[src/rtl/alu_arbiter.sv]
// Two-requester arbiter for one shared ALU (ALU_ARB_RR_EN selects round-robin, else fixed r0 priority).
// Grant->done in 2 cycles (1 for illegal ops); requests are held until done and ignored while busy.
module alu_arbiter #(
  parameter int DATA_W = 32
) (
  input  logic                clk_i,
  input  logic                rst_i,
  input  logic [1:0]          req_i,
  input  logic [5:0]          aluop_i,
  input  logic [11:0]         funct_i,
  input  logic [2*DATA_W-1:0] src1_i,
  input  logic [2*DATA_W-1:0] src2_i,
  output logic [1:0]          done_o,
  output logic [DATA_W-1:0]   result_o,
  output logic                zero_o,
  output logic                err_o,
  output logic                busy_o,
  output logic [3:0]          alu_ctrl_o,
  output logic [DATA_W-1:0]   alu_src1_o,
  output logic [DATA_W-1:0]   alu_src2_o,
  input  logic [DATA_W-1:0]   alu_result_i,
  input  logic                alu_zero_i
);

  typedef enum logic [1:0] {IDLE, EXEC, RESP} state_t;

  localparam logic [3:0] CTRL_ILL = 4'b1111;

  state_t              state;
  state_t              state_nxt;
  logic                win;
  logic [3:0]          ctrl_q;
  logic [DATA_W-1:0]   src1_q;
  logic [DATA_W-1:0]   src2_q;
  logic                err_q;
  logic [DATA_W-1:0]   res_q;
  logic                zero_q;

  logic                win_sel;
  logic [2:0]          sel_op;
  logic [5:0]          sel_fn;
  logic [3:0]          sel_code;
  logic                sel_ill;
  logic                grant;

  function automatic logic [3:0] decode(input logic [2:0] op, input logic [5:0] fn);
    logic [3:0] code;
    code = CTRL_ILL;
    case (op)
      3'b000: begin
        case (fn)
          6'h20:   code = 4'b0010;
          6'h22:   code = 4'b0110;
          6'h24:   code = 4'b0000;
          6'h25:   code = 4'b0001;
          6'h2A:   code = 4'b0111;
          default: code = CTRL_ILL;
        endcase
      end
      3'b001, 3'b010, 3'b011: code = 4'b0010;
      3'b100:                 code = 4'b0111;
      3'b101:                 code = 4'b0110;
      default:                code = CTRL_ILL;
    endcase
    return code;
  endfunction

`ifdef ALU_ARB_RR_EN
  // Pointer names the requester preferred on a tie.
  logic ptr;
  assign win_sel = (req_i == 2'b11) ? ptr : ~req_i[0];
`else
  assign win_sel = ~req_i[0];
`endif

  assign grant    = (state == IDLE) && (req_i != 2'b00);
  assign sel_op   = win_sel ? aluop_i[5:3] : aluop_i[2:0];
  assign sel_fn   = win_sel ? funct_i[11:6] : funct_i[5:0];
  assign sel_code = decode(sel_op, sel_fn);
  assign sel_ill  = (sel_code == CTRL_ILL);

  always_comb begin
    state_nxt = IDLE;
    case (state)
      IDLE: begin
        if (req_i != 2'b00) state_nxt = sel_ill ? RESP : EXEC;
        else                state_nxt = IDLE;
      end
      EXEC:    state_nxt = RESP;
      RESP:    state_nxt = IDLE;
      default: state_nxt = IDLE;
    endcase
  end

  always_ff @(posedge clk_i) begin
    if (rst_i) begin
      state  <= IDLE;
      win    <= 1'b0;
      ctrl_q <= '0;
      src1_q <= '0;
      src2_q <= '0;
      err_q  <= 1'b0;
      res_q  <= '0;
      zero_q <= 1'b0;
`ifdef ALU_ARB_RR_EN
      ptr    <= 1'b0;
`endif
    end else begin
      state <= state_nxt;
      if (grant) begin
        win    <= win_sel;
        // An illegal code is never stored, so the ALU can never see 1111.
        ctrl_q <= sel_ill ? 4'b0000 : sel_code;
        src1_q <= win_sel ? src1_i[2*DATA_W-1:DATA_W] : src1_i[DATA_W-1:0];
        src2_q <= win_sel ? src2_i[2*DATA_W-1:DATA_W] : src2_i[DATA_W-1:0];
        err_q  <= sel_ill;
        res_q  <= '0;
        zero_q <= 1'b0;
`ifdef ALU_ARB_RR_EN
        ptr    <= ~win_sel;
`endif
      end
      if (state == EXEC) begin
        res_q  <= alu_result_i;
        zero_q <= alu_zero_i;
      end
    end
  end

  always_comb begin
    done_o     = 2'b00;
    result_o   = '0;
    zero_o     = 1'b0;
    err_o      = 1'b0;
    alu_ctrl_o = 4'b0000;
    alu_src1_o = '0;
    alu_src2_o = '0;
    busy_o     = (state != IDLE);
    if (state == EXEC) begin
      alu_ctrl_o = ctrl_q;
      alu_src1_o = src1_q;
      alu_src2_o = src2_q;
    end
    if (state == RESP) begin
      done_o[win] = 1'b1;
      result_o    = res_q;
      zero_o      = zero_q;
      err_o       = err_q;
    end
  end

endmodule

[config.mk]
export PLATFORM = sky130hd
export DESIGN_NAME = alu_arbiter
export DESIGN_NICKNAME = d
export VERILOG_FILES = /design/src/rtl/alu_arbiter.sv
export SDC_FILE = /design/constraint.sdc
export NUM_CORES = 1
export LEC_CHECK = 0
export CAP_MARGIN = 20
export CORE_AREA = 2 2 122 124
export CTS_CLUSTER_SIZE = 16
export DETAILED_ROUTE_END_ITERATION = 16
export DIE_AREA = 0 0 124 126
export PLACE_DENSITY = 0.79
export SYNTH_ARGS = -nofsm -noshare
export SYNTH_HDL_FRONTEND = slang
export SYNTH_SLANG_ARGS = --single-unit
[constraint.sdc]
create_clock -name clk_i -period 1.5 [get_ports clk_i]
set_input_delay 0.3 -clock clk_i [delete_from_list [all_inputs] [get_ports clk_i]]
set_output_delay 0.3 -clock clk_i [all_outputs]
set_load 0.05 [all_outputs]
==> flow_summary.yaml <==
setup_path:
  r2r_slack_ns: -0.19
  cp.required_ns: 1.20
  crit_arrival_ns: 1.56
  crit_path_max_incr_delay_ns: 0.36
  cp-end-kind: "primary output"
  path_buf_inv: 3
  crit_type: "flop to primary output"
  timing.critical_path.mode_cell: "buf_12"
  crit_chain: "nor2b_4 -> buf_12 -> buf_12 -> and2_2 -> buf_12"
  cp-start-kind: "flop"
  cp_max_fo: 25
  regToRegStartpoint: "state[0]$_SDFF_PP0_"
  critPathTopFamily: "buffers and inverters"
  ff2ff_path_depth: 11
  critical_path.reg2reg.endpoint: "src2_q[12]$_SDFFE_PP0P_"
  crit_path_top_delay_cell: "dfxtp_4"
synthesis:
  synth.top_cell.area_share: 0.376
  syn-instance-count: 623
  yosysMostFrequentCell: "dfxtp_1"
  synth_commonest_cells: "dfxtp_1, and2_1, nor2_1"
  postSynthAreaPerCell_um2: 8.99
  syn_area_um2: 5600
  ys_ff_latch: 105
  yosysWarnings: 0
  ys_types: 45
  yosys_most_used_dff: "dfxtp_1"
  yosysSeqAreaShare: 0.376
  yosysTopAreaCell: "dfxtp_1"
  async_flop_share: 0
  synth.area.top_cells: "dfxtp_1, mux2i_1, and2_1"
  synth_edf_count: 0
  synth_fp_nets: 806
grt:
  grt.total_usage: 0.279
  grt_max_degree: 58
  antenna_found_initial: 1
  grt_overflow: 0
  grt_pass1_wl_um: 33200
  grt_pass1_vias: 6260
clocking:
  cts_made_buffers: 9
  cts_root_buffer: "clkbuf_16"
  cts.sinks: 105
  cts.clk_slew.worst_paths_ns: 0.07
  cts_max_level: 3
  cts_tree: "yes"
  clk_latency_ns: 0.35
  clockBufferDepth: 2
timing:
  period_share: 1.24
  hold_viol: 0
  slew_viol_final: 0
  fmax_mhz: 538
  worstMarginPinSlew_ns: 0.372
  period_needed_ns: 1.86
  fin_skew_ns: 0.00587
  rsz0062_at_grt: "yes"
  tns_ns: -40.74
  setup_violations: 175
  final.setup.worst_slack_ns: -0.360
  slew_headroom: 0.745
min_path:
  min_path_type: "primary input to flop"
  hp-start: "rst_i"
  holdPathEnd: "ctrl_q[3]$_SDFFE_PP0P_"
  hold_path_depth: 3
floorplanning:
  fp.dieH_um: 126
  die_w_um: 124
  coreArea_um2: 14300
  row_count: 44
  dieArea_um2: 15600
  pin_count: 288
  start_util: 0.391
drt:
  ant_nets: 0
  drc: 0
  drt-pass1-iter-count: 4
  vias: 5999
  drt_iter0_drc: 283
  routed_wl_um: 22300
  post_drt_wl_per_cell_um: 19.5
  vias_per_cell: 5.25
final_layout:
  area_delta_synth_final_pct: 107
  drive_gt1_frac: 0.460
  nNetsFinal: 1138
  final_util: 0.811
outcome:
  status: "finished, violations left"
  violations: "negative setup slack"
placed_design:
  dp_slack_ns: -0.363
  portBuffers: 287
  dp_hpwl_um: 13600
  gp_congestion: 0.827
power_and_ir_drop:
  powerDensity_nw_per_um2: 835
  leakage_nw: 4.59
  peakVddDrop_mv: 0.569
run:
  maxCapViolations: 0
metrics by stage:
stage               hold WS (ns)  cells  instance area [um^2]  total power, mW
floorplan                  0.436    623                  5770             4.92
global placement           0.448   1079                 10000             6.18
detailed placement         0.454   1079                 10000             6.24
CTS                        0.323   1133                 11300             9.40
global route               0.348   1143                 11600             10.1
finish                     0.347   1143                 11600             9.70
cells in the final DEF (no fill, tap or decap), types with 4 or more instances in the layout:
master / instances
and2_2: 61
inv_1: 4
clkbuf_1: 4
clkbuf_16: 12
buf_16: 12
buf_12: 125
nand2_1: 37
and2_4: 40
a21oi_1: 37
nor2_2: 11
nor2_1: 23
dfxtp_1: 103
nor2_4: 37
buf_8: 9
nand3_1: 34
mux2i_1: 65
a211oi_2: 64
buf_6: 13
buf_4: 35
clkdlybuf4s50_1: 180
report_power, final:
part	internal [mW]	leakage, nW	switching [mW]
Combinational	2.28	3.61	1.93
Clock	1.11	0.120	1.03
Sequential	3.10	0.867	0.246
Total	6.49	4.59	3.20
cells by family (layout without fill, tap and decap cells):
logic type,after synthesis,in the layout,synth area share
AOI/OAI and AO/OA,125,125,0.198
buffers and inverters,61,396,0.0606
DFF,105,105,0.376
muxes,65,65,0.116
other,0,1,0
and+or+nand+nor,267,267,0.250
worst reg2reg max path, stage by stage (launching register included):
cell      delay, ns
dfxtp_4        0.36
buf_6          0.11
buf_6          0.09
nor2_4         0.04
inv_2          0.08
nor2_4         0.04
buf_12         0.14
buf_12         0.12
buf_12         0.13
buf_16         0.15
buf_12         0.14
a211oi_2       0.22
sequential cells by signal, summed over array words and instances (netlist names):
signal / count
err_q: 1
state: 2
ctrl_q: 4
win: 1
src1_q: 32
res_q: 32
src2_q: 32
zero_q: 1
metal layers:
metal  vias to the layer above  GRT usage  routed length [um]  share of wire
met4                         0      0.109                 799          0.036
li1                       2833          -                   -              -
met3                        49     0.0915                2070          0.093
met1                      2829      0.291                7950           0.36
met2                       288      0.508               11500           0.52
met5                         -          0                   0              0
layout make-up:
type                       count  area (um^2)
clock buffer                  13          240
timing repair buffer         377         5250
antenna                        1         2.50
clock inverter                 1         5.00
inverter                       5         18.8
sequential                   105         2110
multi-input combinational    457         3750
tap                          184          230
fill                         836         2700
what timing repair did:
action | CTS | global route
endpoints found under the setup margin | 162 | 177
resized for setup | 115 | 66
pin swaps | 60 | 25
hold buffers | 0 | 0
cloned | 15 | 3
buffers inserted | 25 | 13
hold endpoints to repair | 0 | 0
worst max path at each step:
stage / to / depth (start not counted) / start
finish: alu_src1_o[19] / 5 / state[0]$_SDFF_PP0_
CTS: alu_src2_o[29] / 5 / state[0]$_SDFF_PP0_
floorplan: result_o[10] / 3 / state[1]$_SDFF_PP0_
detailed placement: src2_q[12]$_SDFFE_PP0P_ / 6 / req_i[1]
global route: alu_src1_o[19] / 5 / state[1]$_SDFF_PP0_
global placement: src2_q[23]$_SDFFE_PP0P_ / 6 / req_i[1]
Note: power is estimated with default switching activity, not from simulation.
